[config.mk]
export PLATFORM = sky130hd
export DESIGN_NAME = l2_arbiter
export DESIGN_NICKNAME = d
export VERILOG_FILES = /design/src/rtl/l2_arbiter.sv
export SDC_FILE = /design/constraint.sdc
export NUM_CORES = 1
export LEC_CHECK = 0
export CAP_MARGIN = 20
export CORE_AREA = 2 2 541 543
export CTS_BUF_LIST = sky130_fd_sc_hd__clkbuf_4
export CTS_CLUSTER_DIAMETER = 200
export DETAILED_ROUTE_END_ITERATION = 12
export DIE_AREA = 0 0 543 545
export PLACE_DENSITY_LB_ADDON = 0.08
export SYNTH_ARGS = -nofsm -noshare
export SYNTH_HDL_FRONTEND = slang
export SYNTH_SLANG_ARGS = --single-unit
[constraint.sdc]
create_clock -name clk -period 3.7 [get_ports clk]
set_input_delay 0.74 -clock clk [delete_from_list [all_inputs] [get_ports clk]]
set_output_delay 0.74 -clock clk [all_outputs]
set_load 0.02 [all_outputs]
[src/rtl/l2_arbiter.sv]
// l2_arbiter: shares one L2 line port between the I-side and D-side requesters.
// Define L2_ARB_RR_EN for round-robin priority; otherwise D wins every contention.
module l2_arbiter #(
    parameter int ADDR_W = 32,
    parameter int LINE_W = 256
) (
    input  logic              clk,
    input  logic              rst_n,
    input  logic              i_mem_read,
    input  logic [ADDR_W-1:0] i_mem_address,
    output logic [LINE_W-1:0] i_mem_rdata,
    output logic              i_mem_resp,
    input  logic              d_mem_read,
    input  logic              d_mem_write,
    input  logic [ADDR_W-1:0] d_mem_address,
    input  logic [LINE_W-1:0] d_mem_wdata,
    output logic [LINE_W-1:0] d_mem_rdata,
    output logic              d_mem_resp,
    output logic              l2_mem_read,
    output logic              l2_mem_write,
    output logic [ADDR_W-1:0] l2_mem_address,
    output logic [LINE_W-1:0] l2_mem_wdata,
    input  logic [LINE_W-1:0] l2_mem_rdata,
    input  logic              l2_mem_resp
);

    typedef enum logic [1:0] {
        IDLE,
        SERVE_I,
        SERVE_D
    } state_t;

    state_t            state_q, state_d;
    logic [ADDR_W-1:0] addr_q, addr_d;
    logic [LINE_W-1:0] wdata_q, wdata_d;
    logic              rd_q, rd_d;
    logic              wr_q, wr_d;
    logic              i_req, d_req, pick_d;

    assign i_req = i_mem_read;
    assign d_req = d_mem_read | d_mem_write;

`ifdef L2_ARB_RR_EN
    logic last_d_q, last_d_d;

    // On a tie the side that was not granted last goes first.
    assign pick_d = d_req & (~i_req | ~last_d_q);
`else
    assign pick_d = d_req;
`endif

    always_comb begin
        state_d = state_q;
        addr_d  = addr_q;
        wdata_d = wdata_q;
        rd_d    = rd_q;
        wr_d    = wr_q;
`ifdef L2_ARB_RR_EN
        last_d_d = last_d_q;
`endif
        unique case (state_q)
            IDLE: begin
                if (pick_d) begin
                    state_d = SERVE_D;
                    addr_d  = d_mem_address;
                    rd_d    = d_mem_read;
                    wr_d    = d_mem_write;
                    wdata_d = d_mem_write ? d_mem_wdata : '0;
`ifdef L2_ARB_RR_EN
                    last_d_d = 1'b1;
`endif
                end else if (i_req) begin
                    state_d = SERVE_I;
                    addr_d  = i_mem_address;
                    rd_d    = 1'b1;
                    wr_d    = 1'b0;
                    wdata_d = '0;
`ifdef L2_ARB_RR_EN
                    last_d_d = 1'b0;
`endif
                end
            end
            SERVE_I, SERVE_D: begin
                // Completion returns to IDLE with the L2 port quiet again.
                if (l2_mem_resp) begin
                    state_d = IDLE;
                    addr_d  = '0;
                    wdata_d = '0;
                    rd_d    = 1'b0;
                    wr_d    = 1'b0;
                end
            end
            default: state_d = IDLE;
        endcase
    end

    always_ff @(posedge clk or negedge rst_n) begin
        if (!rst_n) begin
            state_q <= IDLE;
            addr_q  <= '0;
            wdata_q <= '0;
            rd_q    <= 1'b0;
            wr_q    <= 1'b0;
        end else begin
            state_q <= state_d;
            addr_q  <= addr_d;
            wdata_q <= wdata_d;
            rd_q    <= rd_d;
            wr_q    <= wr_d;
        end
    end

`ifdef L2_ARB_RR_EN
    always_ff @(posedge clk or negedge rst_n) begin
        if (!rst_n) begin
            last_d_q <= 1'b0;
        end else begin
            last_d_q <= last_d_d;
        end
    end
`endif

    assign l2_mem_read    = rd_q;
    assign l2_mem_write   = wr_q;
    assign l2_mem_address = addr_q;
    assign l2_mem_wdata   = wdata_q;

    assign i_mem_resp  = (state_q == SERVE_I) & l2_mem_resp;
    assign d_mem_resp  = (state_q == SERVE_D) & l2_mem_resp;
    assign i_mem_rdata = {LINE_W{i_mem_resp}} & l2_mem_rdata;
    assign d_mem_rdata = {LINE_W{d_mem_resp}} & l2_mem_rdata;

endmodule

==> metrics.yaml <==
run_status:
  status: "complete, no violations"
floorplan:
  num_rows: 198
  die_w_um: 543
  die-area_um2: 296000
  start_util_pct: 5.74
  core_area_um2: 290000
  pin_count: 1386
  fp.dieH_um: 545
clocking:
  worstSkewPairLatency_ns: 0.98
  cts_sinks: 292
  h-tree-depth: 3
  clk_pin_slew_ns: 0.07
  clk_path_buf_depth: 3
  ctsRootBufferMaster: "clkbuf_4"
  cts_made_buffers: 103
  cts_tree: "built"
synth:
  synth_area_leaders: "dfrtp_1 (44%), and3_1 (19%), mux2i_1 (17%), inv_1 (5.8%), nand2_1 (5.8%)"
  yosys-mux-area-fraction_pct: 17.5
  synth_area_um2: 16600
  yosysWarnings: 0
  yosysTopAreaCell: "dfrtp_1"
  synth_simple_gate_area_share_pct: 25.3
  synth_xor_area_share_pct: 0
  synth_cell_types: 21
  netlist_instances: 1841
  ys_seq_area_share_pct: 43.9
  synth_top_family_by_area: "simple AND/OR/NAND/NOR gates"
  ys_ff_latch: 292
  synth.avg_cell_area_um2: 9.04
  synthAdderAreaFrac_pct: 0.225
  synth_top_area_share_pct: 43.9
  synth_fp_nets: 2426
  synth_compound_area_share_pct: 2.01
routing:
  wl_per_cell_um: 25.4
  ant_nets: 0
  via_per_inst: 2.74
  dr.pass1.iters: 4
  drt-total-wl_mm: 184
  drc: 0
  drt_iter0_markers: 770
  vias: 19900
timing:
  relSlewSlack_pct: 41.9
  fin_skew_ns: 0.0779
  holdWs_ns: 0.276
  tightest_slew_ns: 0.871
  fin_crit_sh_pct: 93.7
  final_hold_viol_count: 0
  fmax_mhz: 288
  period_minus_slack_ns: 3.47
  setup_slack_ns: 0.233
  setup_viol: 0
  drv_slew: 0
  rsz0062_at_grt: "no"
setup_path:
  crit_path_start_kind: "register"
  path_buf_inv: 5
  slowest_delay_ns: 0.43
  cp_top_family: "buffers and inverters"
  worst_ep_arrival_time_ns: 2.73
  setup.worst_path.class: "reg -> out"
  cp_slowest_cell: "dfrtp_1"
  crit_chain: "inv_2, ha_4, buf_16, buf_12, bufbuf_16, and3_1, clkdlybuf4s15_2"
  crit_required_ns: 2.96
  end_kind: "output pin"
  crit_fanout: 25
global_routing:
  grt_max_degree: 80
  grtUsageTotal_pct: 11.8
  grt_pass1_vias: 21200
  grt_pass1_wl_mm: 230
  antenna_found_initial: 143
  overflow: 0
place:
  place_ws_ns: 0.370
  port_buffers: 1385
  gp_congestion: 0.792
  place_area_um2: 35400
  dp_hpwl_mm: 155
cells_and_area:
  final_core_util_pct: 12.8
  nNetsFinal: 3830
  area_growth_pct: 123
  drive_gt1_share_pct: 15.3
  finalInstanceArea_um2: 37100
pwr:
  peakVddDrop_uv: 433
  p_leak_nw: 17.6
  total_power_mw: 23.4
  power.density_nw_per_um2: 632
worst_hold_path:
  holdCritPathClass: "in -> async"
flow_run:
  drv_cap: 0
## per-stage QoR
step | std cells | TNS [ns]
CTS | 7212 | -3.98
finish | 7246 | 0
floorplan | 1841 | 0
detailed placement | 7019 | 0
global route | 7224 | 0
global placement | 7019 | 0
## final cells by class
| class | count | area (um^2) |
|---|---|---|
| sequential | 292 | 7310 |
| timing repair buffer | 1479 | 14900 |
| antenna | 34 | 85.1 |
| fill | 33300 | 253000 |
| clock buffer | 160 | 1200 |
| tap | 3900 | 4880 |
| inverter | 259 | 972 |
| clock inverter | 12 | 75.1 |
| multi-input combinational | 1110 | 7600 |
## cell usage after synthesis (all sizes together)
master     n
and3     512
dfrtp    292
mux2i    288
inv      259
nand2    257
clkbuf   146
buf       34
o2bb2ai   32
a21oi      4
ha         3
and2       2
mux2       2
nand2b     2
nor2b      2
a31o       1
nor2       1
o21ai      1
o221a      1
o221ai     1
or2        1
## final timing paths
| path | startpoint | end | slack (ns) | cells after the start |
|---|---|---|---|---|
| max | state_q[0] | d_mem_rdata[14] | 0.23 | 7 |
| min | rst_n | l2_mem_wdata[104] | 0.28 | 2 |
| max reg2reg | state_q[0] | l2_mem_wdata[252] | 1.13 | 7 |
| min reg2reg | l2_mem_address[21] | l2_mem_address[21] | 0.49 | 1 |
| max in group asynchronous | rst_n | l2_mem_wdata[135] | 2.39 | 3 |
| min in group clk | d_mem_wdata[200] | l2_mem_wdata[200] | 0.30 | 3 |
## power by group
group	switching [mW]	internal (mW)	total, mW
sequential	0.469	4.12	4.59
clock	1.85	1.99	3.84
combinational	8.79	6.20	15.0
## state kept, by name, indices dropped and copies added (netlist names)
| name | count |
|---|---|
| l2_mem_address | 32 |
| l2_mem_write | 1 |
| l2_mem_wdata | 256 |
| state_q | 2 |
| l2_mem_read | 1 |
## metal layers
layer	share of wire [%]	global-route usage (%)	vias up
met4	3.4	4.04	80
met5	0.28	0	-
met2	53	22.4	1097
li1	-	-	8957
met3	11	5.63	337
met1	33	11.0	9397
## worst reg2reg max path, stage by stage (launching register included)
cell	delay (ns)
dfrtp_1	0.42
inv_2	0.08
ha_1	0.44
nand2b_1	0.31
o221a_4	0.30
buf_12	0.21
buf_4	0.51
mux2i_1	0.24
## placed cells by master (no fill, tap or decap), types with 17 or more instances in the layout
master           synthesis  layout
nand2_1                257     257
diode_2                  0      34
and3_1                 512     499
dlymetal6s2s_1           0      17
buf_4                    0     116
clkdlybuf4s50_1          0     870
buf_12                   0      39
clkdlybuf4s15_2          0     134
o2bb2ai_1               32      32
dlygate4sd2_1            0     208
mux2i_1                288     288
inv_1                  259     258
dfrtp_1                292     292
clkdlybuf4s15_1          0      63
clkbuf_4                 0     160
## cell families (layout without fill, tap and decap cells)
| group | Yosys count | count (layout) |
|---|---|---|
| buf+inv | 439 | 1910 |
| simple gates | 777 | 777 |
| other cells | 0 | 34 |
| compound gates | 40 | 40 |
| fa+ha+maj | 3 | 3 |
| flops | 292 | 292 |
| mux | 290 | 290 |
## what timing repair did
item,in CTS,in global routing
cloned,4,0
hold endpoints to repair,54,0
pin swaps,1,0
setup endpoints to repair,476,18
buffers inserted,16,0
resized for setup,836,19
hold buffers,1,0
No activity file was read; power rests on OpenSTA's default activity.
